--- config.mk ---
export PLATFORM = sky130hd
export DESIGN_NAME = pipe_stage_reg_flat
export DESIGN_NICKNAME = d
export VERILOG_FILES = /design/src/rtl/pipe_stage_reg_if.sv /design/src/rtl/pipe_stage_reg.sv /design/src/flat_wrapper.sv
export SDC_FILE = /design/constraint.sdc
export NUM_CORES = 1
export LEC_CHECK = 0
export CAP_MARGIN = 25
export CORE_MARGIN = 4
export CORE_UTILIZATION = 25
export CTS_CLUSTER_SIZE = 14
export DETAILED_ROUTE_END_ITERATION = 10
export GPL_ROUTABILITY_DRIVEN = 0
export GPL_TIMING_DRIVEN = 0
export PLACE_DENSITY = 0.54
export SLEW_MARGIN = 40
export SYNTH_ARGS = -nofsm -noshare
export SYNTH_HDL_FRONTEND = slang
export SYNTH_SLANG_ARGS = --single-unit
export TNS_END_PERCENT = 100
--- constraint.sdc ---
create_clock -name clk -period 1.3 [get_ports clk]
set_input_delay 0.26 -clock clk [delete_from_list [all_inputs] [get_ports clk]]
set_output_delay 0.26 -clock clk [all_outputs]
set_load 0.01 [all_outputs]
--- src/rtl/pipe_stage_reg_if.sv ---
// Handshake bundle for one side of an elastic pipeline stage.
// A beat transfers on a rising edge where valid and ready are both 1. Once valid is
// raised, the sender holds valid and data steady until that edge. ready may change
// freely and must not depend combinationally on valid.
interface pipe_stage_reg_if #(
  parameter int unsigned DATA_W = 32
) ();
  logic              valid;
  logic              ready;
  logic [DATA_W-1:0] data;

  modport master (output valid, output data, input  ready);
  modport slave  (input  valid, input  data, output ready);
endinterface

--- src/rtl/pipe_stage_reg.sv ---
// Elastic inter-stage register: a main register plus a one-entry skid buffer, with a
// squash input. All outputs come straight from flops, so backpressure never crosses the stage.
module pipe_stage_reg #(
  parameter int unsigned       DATA_W         = 32,
  parameter bit                CLEAR_ON_FLUSH = 1'b1,
  parameter logic [DATA_W-1:0] RESET_VAL      = '0
) (
  input  logic                  clk,
  input  logic                  reset,
  input  logic                  flush,
  pipe_stage_reg_if.slave       up,
  pipe_stage_reg_if.master      dn,
  output logic [1:0]            occupancy
);

  // The state encoding is the entry count, so occupancy is the state register itself.
  typedef enum logic [1:0] {
    ST_EMPTY = 2'd0,
    ST_ONE   = 2'd1,
    ST_TWO   = 2'd2
  } state_e;

  state_e            state_q, state_d;
  logic [DATA_W-1:0] main_q, main_d;
  logic [DATA_W-1:0] skid_q, skid_d;

  logic in_ready;
  logic out_valid;
  logic in_fire;
  logic out_fire;

  assign in_ready  = (state_q != ST_TWO);
  assign out_valid = (state_q != ST_EMPTY);
  assign in_fire   = up.valid & in_ready;
  assign out_fire  = out_valid & dn.ready;

  assign up.ready  = in_ready;
  assign dn.valid  = out_valid;
  assign dn.data   = main_q;
  assign occupancy = state_q;

  always_ff @(posedge clk) begin
    if (!reset) begin
      state_q <= ST_EMPTY;
      main_q  <= RESET_VAL;
      skid_q  <= RESET_VAL;
    end else begin
      state_q <= state_d;
      main_q  <= main_d;
      skid_q  <= skid_d;
    end
  end

  always_comb begin
    state_d = state_q;
    main_d  = main_q;
    skid_d  = skid_q;
    if (flush) begin
      // An accepted input beat in this cycle is deliberately dropped.
      state_d = ST_EMPTY;
      if (CLEAR_ON_FLUSH) begin
        main_d = '0;
        skid_d = '0;
      end
    end else begin
      case (state_q)
        ST_EMPTY: begin
          if (in_fire) begin
            main_d  = up.data;
            state_d = ST_ONE;
          end
        end
        ST_ONE: begin
          case ({in_fire, out_fire})
            2'b11: main_d = up.data;
            2'b01: state_d = ST_EMPTY;
            2'b10: begin
              skid_d  = up.data;
              state_d = ST_TWO;
            end
            default: ;
          endcase
        end
        ST_TWO: begin
          if (out_fire) begin
            main_d  = skid_q;
            state_d = ST_ONE;
          end
        end
        default: state_d = ST_EMPTY;
      endcase
    end
  end

endmodule

--- src/flat_wrapper.sv ---
// flat-port wrapper written by rule: the top's interface ports become plain ports
module pipe_stage_reg_flat 
#(
  parameter int unsigned       DATA_W         = 32,
  parameter bit                CLEAR_ON_FLUSH = 1'b1,
  parameter logic [DATA_W-1:0] RESET_VAL      = '0
)
  (clk, reset, flush, occupancy, up_valid, up_data, up_ready, dn_valid, dn_data, dn_ready);
  pipe_stage_reg_if #(.DATA_W(DATA_W)) up_i ();
  pipe_stage_reg_if #(.DATA_W(DATA_W)) dn_i ();
  input  logic clk;
  input  logic reset;
  input  logic flush;
  output logic [1:0] occupancy;
  input wire logic [$bits(up_i.valid)-1:0] up_valid;
  input wire logic [$bits(up_i.data)-1:0] up_data;
  output wire logic [$bits(up_i.ready)-1:0] up_ready;
  output wire logic [$bits(dn_i.valid)-1:0] dn_valid;
  output wire logic [$bits(dn_i.data)-1:0] dn_data;
  input wire logic [$bits(dn_i.ready)-1:0] dn_ready;
  assign up_i.valid = up_valid;
  assign up_i.data = up_data;
  assign up_ready = up_i.ready;
  assign dn_valid = dn_i.valid;
  assign dn_data = dn_i.data;
  assign dn_i.ready = dn_ready;
  pipe_stage_reg #(.DATA_W(DATA_W), .CLEAR_ON_FLUSH(CLEAR_ON_FLUSH), .RESET_VAL(RESET_VAL)) u_core (.clk(clk), .reset(reset), .flush(flush), .up(up_i), .dn(dn_i), .occupancy(occupancy));
endmodule
==> results of run 1 <==
==> sequential cells by signal, indices dropped and copies added, names as in the netlist <==
| name | flops |
|---|---|
| u_core.dn.data | 32 |
| u_core.skid_q | 32 |
| u_core.occupancy | 2 |
==> Yosys cell counts, types with 3 or more instances <==
| master | count | area [um^2] |
|---|---|---|
| sky130_fd_sc_hd__dfxtp_1 | 66 | 1320 |
| sky130_fd_sc_hd__mux2i_1 | 32 | 320 |
| sky130_fd_sc_hd__buf_4 | 4 | 30.0 |
| sky130_fd_sc_hd__clkbuf_1 | 11 | 41.3 |
| sky130_fd_sc_hd__a211oi_2 | 30 | 375 |
| sky130_fd_sc_hd__nand2_1 | 66 | 248 |
| sky130_fd_sc_hd__buf_2 | 14 | 70.1 |
| sky130_fd_sc_hd__a211oi_1 | 35 | 263 |
| sky130_fd_sc_hd__nand2b_1 | 3 | 18.8 |
| sky130_fd_sc_hd__a21oi_1 | 33 | 165 |
| sky130_fd_sc_hd__buf_6 | 5 | 56.3 |
==> power by group through the flow <==
stage	Sequential (mW)	Combinational, mW	Clock, mW
after floorplan	2.17	0.299	0
final	2.12	0.832	2.36
after CTS	2.12	0.767	2.40
after detailed placement	2.16	0.628	0
after global placement	2.16	0.618	0
after global routing	2.12	0.886	2.49
==> critical path: cells and delay by family, from the launching register on <==
kind,cells,cell delay (ns)
AO/OA/AOI/OAI,2,0.44
buffers and inverters,4,0.52
AND/OR/NAND/NOR,1,0.07
flip-flops,1,0.37
==> path summary, 6_finish.rpt <==
check	endpoint	slack, ns	depth (start not counted)
worst min-delay path	u_core.occupancy[1]	0.45	2
worst min register to register	u_core.skid_q[27]	0.46	2
worst max-delay path	u_core.dn.data[21]	-0.17	7
worst max register to register	u_core.dn.data[21]	-0.17	7
==> repair_timing <==
item / CTS / global route
buffers inserted: 13 / 11
resized for setup: 154 / 113
endpoints found under the setup margin: 102 / 69
pin swaps: 16 / 58
cloned: 7 / 1
==> stage by stage <==
step	area [um^2]	setup WS, ns
after floorplan	3000	0.0235
after global placement	3900	-0.798
after detailed placement	3900	-0.861
after CTS	4810	-0.198
after global routing	5230	-0.239
final	5230	-0.175
==> layout make-up <==
class / instances / area [um^2]
flip-flops and latches: 66 / 1330
multi-input cells: 209 / 1970
repair buffers: 102 / 1110
well taps: 143 / 179
clock inverters: 3 / 40.0
diodes: 1 / 2.50
fillers: 1091 / 6340
plain buffers: 30 / 342
clock buffers: 12 / 246
==> layer usage <==
metal	vias up	global-route usage (%)
met5	-	0
li1	1341	-
met3	8	4.37
met1	1343	17.9
met2	57	24.1
met4	0	3.08
==> logic make-up after synthesis <==
family	count (synthesis)	share of synthesized area [%]
AOI/OAI and AO/OA	101	27.8
and+or+nand+nor	76	10.8
DFF	66	44.1
buffers and inverters	34	6.60
muxes	32	10.7
==> results.md, run 1 <==
Outcome:
- The run finished, with violations left.
- The final reports fail on setup timing.

Pwr:
- The clock network is responsible for between 40% and 50% of the overall power.
- The worst-case IR drop observed on VDD is 0.000852 V.
- The share of total power dissipated in combinational logic is 15.7%.
- The static leakage is 2.28 nW.
- The net switching power figure is 1.28 mW.
- In this run the power density over the cells is 1010 nW/um^2.
- Net switching is 24.1% of the power.
- The internal portion of the total power is 4.03 mW.
- Overall power consumption after layout is estimated at 5.31 mW.
- The share of power burned in registers is between 30% and 40%.

STA:
- After layout, the worst path uses 113% of the clock period.
- Across the routed clock network, the largest skew measured is between 0.004 and 0.005 ns.
- The achievable clock frequency is 0.678 GHz.
- The worst pin sits at a relative slew slack of roughly three quarters.
- The setup violation total in the final timing report is 66.
- The number of hold violations in the final report came to 0.
- Across all hold checks on the routed design, the worst slack comes to about 0.45 ns.
- Setup repair after global routing could not meet its margin everywhere.
- The max-slew violation total from the final report came to 0.
- The setup TNS after final layout is -5.68 ns.
- The worst-case setup margin in the final layout is -0.175 ns.
- At the pin with the least slew margin, the transition time is 0.349 ns.
- The worst path in the final design needs a cycle of 1.47 ns, including I/O delays and setup.

Yosys:
- For this run, the number of Yosys warnings is 0.
- Sequential cells were found to cover 44.1% of the synthesized design area.
- The post-synthesis average cell area is 9.70 um^2.
- The number of distinct standard cells referenced by the synthesized netlist is 21.
- The number of enable flip-flop cells after synthesis is 0.
- Counting every instance in the synthesized netlist gives 309.
- The register bit count reported by yosys is 66.
- The number of nets handed over by synthesis was 346.
- The netlist area before placement is 3000 um^2.
- The async set or reset register ratio after synthesis is 0%.
- The most used flip-flop cell after synthesis is sky130_fd_sc_hd__dfxtp_1.

Floorplan:
- The full die area is 13800 um^2.
- The floorplan has 39 rows.
- The I/O pin total is 73.
- For this configuration, the core starts out at a cell density of 25.9%.
- Measured along the y axis, the die boundary spans between 100 and 150 um.
- The floorplan step set the die width to 117 um.
- In this run the standard cell core region covers 11600 um^2.

GRT:
- The total overflow reported by the global router is 0.
- The initial antenna violation count was 1.
- The via count of the first global-routing pass is 2888.
- Entering global routing, the biggest net connects 11 pins.
- In the global route stage, overall resource usage came out at 14.2%.
- The first-pass GRT wire length is 15800 um.

Detailed routing:
- The pre-antenna-repair detailed-routing pass consisted of 4 iterations.
- The detailed route wirelength on metal2 is around 5000 um.
- The wire length on met1 is 4560 um.
- The total number of vias is about 2700.
- In this run, the number of DRC markers left after iteration 0 of detailed routing was 147.
- The via-per-instance ratio is 4.86.
- The routed design has about 10000 um of wire.
- The highest routed metal layer is met4.
- The remaining routing DRC violations is 0.
- The routed design uses 422 um of met3 wire.
- The final antenna-violating net count is 0.
- The detailed-route wire length per cell is about 18 um.

Worst setup path:
- The critical path is of the flop to flop type.
- The most critical setup path has its startpoint at u_core.occupancy[0].
- The critical path data arrival time is 1.72 ns.
- Among all stages on the critical path, the largest delay is contributed by sky130_fd_sc_hd__dfxtp_4.
- The largest single stage delay on the critical path is 0.37 ns.
- The signal on the critical path passes through buf_6 > nand2b_1 > buf_6 > a21o_4 > buf_6 > buf_16 > a211oi_2.
- The worst setup path is launched from a flop.
- The critical register-to-register path startpoint is u_core.occupancy[0].
- The worst setup path is captured at a flop.
- Of all nets on the critical path, the largest fanout is 7.
- For the worst setup path, the data required time is around 1.6 ns.
- The most numerous cell type found on the critical path is sky130_fd_sc_hd__buf_6.

Flow run:
- Across the run, the number of max-cap violations was 0.

Clock tree:
- In this run, CTS created clock tree buffers numbering 9.
- The clock latency at the later pin of the worst-skew pair is between 0.3 and 0.4 ns.
- The buffer cell driving the clock tree root is sky130_fd_sc_hd__clkbuf_16.
- After clock tree synthesis, the clock-pin slew on the worst setup and hold paths is 0.05 ns.
- The maximum level of the CTS H-tree is 3.
- The count of clock tree sinks is 66.
- The hold buffer count at CTS is 0.
- The maximum clock path buffer count is 2.
- The TritonCTS clock tree is done.

Placed design:
- After legalization and detailed placement, the total HPWL measured about 6100 um.
- The number of port buffers is 72.
- The count of placed standard cells including taps is 524.

Cells and area:
- After the last flow step, the layout net total stands at 455.
- The share of layout cells above drive strength 1 is 48.1%.
- Once layout is complete, the utilization of the core stands at 45.2%.
- The most common library cell in the layout ignoring fill and taps is sky130_fd_sc_hd__dfxtp_1.
- The area added between synthesis and finish is 74.4%.
- For this run, the number of standard cells in the final layout without fillers is ~570.
- In the layout the commonest cells are sky130_fd_sc_hd__dfxtp_1, sky130_fd_sc_hd__a211oi_2, sky130_fd_sc_hd__nand2_1, sky130_fd_sc_hd__dlygate4sd2_1, sky130_fd_sc_hd__clkdlybuf4s50_1.

Min path:
- The source of the worst hold timing path is dn_ready.
- In this run the worst hold path is classified as input port to flop.
(Power assumes the default switching activity.)
==> run 2: changes to the inputs <==
Settings changed: CAP_MARGIN 25 to 20.
==> results of run 2 <==
Same layout as run 1: the final DEF is identical, and so are final timing and power.
==> run 3: changes to the inputs <==
Settings changed: CTS_BUF_LIST set to sky130_fd_sc_hd__clkbuf_16, CTS_CLUSTER_DIAMETER set to 150.
==> results.md, run 3 (synthesis results as in run 1) <==
GRT:
- The via count of the first global-routing pass is 2757.
- In the global route stage, met2 resource usage came out at 22.3%.
- The maximum number of pins on one net before global-route repair is 11.
- The global routing's busiest layer is met2.
- The initial antenna violation count was 1.
- Global routing used a little over an eighth of the available tracks.
- The total overflow reported by the global router is 0.
- The first-pass GRT wire length is roughly 15000 um.
- Global routing used 4.42% of the available met3 tracks.
- Global routing consumed, on the met1 layer, 16.9% of the routing resources.

Detailed routing:
- Wires add up to 9810 um.
- The number of iterations in the first detailed-routing pass is 4.
- Dividing the detail-routed via count by the number of cells gives 4.93.
- The detailed router placed between 2000 and 3000 vias in this run.
- The remaining routing DRC violations is 0.
- The detailed-route wire length per cell is around 17 um.
- The number of violations reported at the end of detailed-routing iteration 0 is 158.
- The final antenna-violating net count is 0.

Placed design:
- Input and output buffers added on the ports amount to 72.
- In this run, placement finished with an instance count of 524.
- After detailed placement, the total cell area comes to slightly below 4000 um^2.
- Summed over all nets, the half-perimeter wirelength after detailed placement is 6060 um.

STA:
- Setup repair after global routing could not meet its margin everywhere.
- The max-slew violation total from the final report was 0.
- Clock skew on the completed layout was measured at 0.00557 ns.
- After layout, the worst setup slack is -0.106 ns.
- Subtracting the final worst setup slack from the clock period gives 1.41 ns.
- The post-route fraction of the period consumed by the critical path is 108%.
- The transition time of the tightest slew-check pin is 0.376 ns.
- Setup violations remaining at the end of the flow were counted as 66.
- The number of hold violations in the final report is 0.
- The worst slew slack as a fraction of its limit is 74.9%.
- For this run, the top clock speed supported by timing is approximately 0.71 GHz.

Clock tree:
- The buffer cell driving the clock tree root is sky130_fd_sc_hd__clkbuf_16.
- Buffers inserted to repair hold after CTS numbered 0.
- No sink is reached through more buffers than the 2 on the longest clock path.
- The clock transition time at the flip-flop clock pins of the worst setup and hold paths is 0.05 ns.
- TritonCTS built the clock tree.
- The CTS buffer count is 9.
- The clock latency at the later pin of the worst-skew pair is ~0.32 ns.
- The clock tree synthesis step divided the H-tree into 3 levels.
- The clock net in this run drives a total of 66 sinks.

Worst setup path:
- The critical path data arrival time is 1.66 ns.
- The required time of the critical path is 1.56 ns.
- The startpoint kind of the worst setup timing path is a flop.
- The kind of end point of the critical path is a flop.
- The kind of critical path is flop to flop.
- The maximum fanout encountered on the critical timing path is 7.

Min path:
- In this run the worst hold path is classified as input port to flop.

Cells and area:
- Of the cells placed in the final design, the portion with a size suffix greater than 1 is 40.7%.
- Cells fill 42.8% of the core in the end.
- Compared with the post-synthesis result, the final layout area differs by 65.1%.
- The library cells used most frequently in the layout, excluding fill and tap cells, are sky130_fd_sc_hd__dfxtp_1, sky130_fd_sc_hd__nand2_1, sky130_fd_sc_hd__a211oi_2, sky130_fd_sc_hd__dlygate4sd2_1, sky130_fd_sc_hd__clkdlybuf4s50_1.
- The final cell count without fillers is 562.
- The most common library cell in the layout ignoring fill and taps is sky130_fd_sc_hd__dfxtp_1.
- The design area is 4950 um^2.
- The total number of nets in the final design is 451.
- The number of fillers in the final layout is 1094.

Floorplan:
- In this run the horizontal extent of the chip is 117 um.
- The starting density of the core is 25.9%.
- The total area inside the core boundary comes to 11600 um^2.
- The I/O pin total is 73.
- The die covers 13800 um^2.
- The cell row count is 39.
- In this run the vertical extent of the chip is 117 um.

Outcome:
- The final reports fail on setup timing.
- The flow ran to the end, but the final reports show violations.

Pwr:
- The worst-case IR drop observed on VDD is 0.000809 V.
- Dividing total power by cell area gives a power density of 1050 nW/um^2.
- In this run the static leakage power is approximately 2.1 nW.
- The total power draw is roughly 5.2 mW.

Flow run:
- Max-cap violations in this run came to 0.
-- run 3: cell types whose count changed in the layout (fill, tap and decap cells not counted), moves of 3 or more --
cell and change:
sky130_fd_sc_hd__a211oi_1 +9, sky130_fd_sc_hd__nand2_4 -13, sky130_fd_sc_hd__a21oi_1 +10, sky130_fd_sc_hd__nand2_1 +13
sky130_fd_sc_hd__buf_12 -5, sky130_fd_sc_hd__a21oi_2 -10, sky130_fd_sc_hd__mux2i_2 +3, sky130_fd_sc_hd__clkbuf_16 +3
sky130_fd_sc_hd__a211oi_2 -9, sky130_fd_sc_hd__buf_4 -3, sky130_fd_sc_hd__buf_16 -3
-- run 3: final timing paths --
check	endpoint	slack, ns	cells past startpoint	from
hold reg to reg	u_core.skid_q[12]	0.45	2	u_core.skid_q[12]
setup reg to reg	u_core.skid_q[4]	-0.11	6	u_core.occupancy[1]
setup / recovery	u_core.skid_q[4]	-0.11	6	u_core.occupancy[1]
hold / removal	u_core.occupancy[1]	0.45	2	dn_ready
-- run 3: power breakdown --
part | leakage (nW) | internal [mW] | switching, mW
combinational | 1.42 | 0.410 | 0.378
sequential | 0.538 | 2.08 | 0.0381
clock | 0.145 | 1.44 | 0.843
-- run 3: layout make-up --
| class | count | area, um^2 | share of cell area, % |
|---|---|---|---|
| Antenna cell | 1 | 2.50 | 0.0506 |
| Buffer | 29 | 305 | 6.17 |
| Clock buffer | 9 | 225 | 4.55 |
| Clock inverter | 6 | 51.3 | 1.04 |
| Multi-Input combinational cell | 209 | 1810 | 36.6 |
| Sequential cell | 66 | 1330 | 26.9 |
| Tap cell | 143 | 179 | 3.62 |
| Timing Repair Buffer | 99 | 1040 | 21.1 |
-- run 3: critical path: stages (launching register included) --
cell and delay, ns:
sky130_fd_sc_hd__dfxtp_4 0.38, sky130_fd_sc_hd__buf_6 0.13, sky130_fd_sc_hd__nor4bb_4 0.28, sky130_fd_sc_hd__buf_8 0.21, sky130_fd_sc_hd__clkbuf_16 0.18, sky130_fd_sc_hd__nand2_4 0.04, sky130_fd_sc_hd__a21oi_2 0.13
-- run 3: timing repair --
item | 4_1_cts | 5_1_grt
resized for setup | 128 | 72
setup buffers | 10 | 11
pin swaps | 9 | 36
gates cloned | 4 | 4
setup endpoints to repair | 102 | 68
-- run 3: metal layers --
layer  vias to the layer above  wire length [um]
met3                         8               524
met5                         -                 0
met4                         0                82
met1                      1353              4520
li1                       1333                 -
met2                        77              4690
-- run 3: through the flow --
stage	setup WS (ns)	hold slack (ns)	TNS, ns
after floorplan	0.0235	0.325	0
after global placement	-0.798	0.441	-46.09
after detailed placement	-0.861	0.446	-49.53
after CTS	-0.204	0.438	-4.16
after global routing	-0.163	0.472	-7.56
final	-0.106	0.452	-4.07
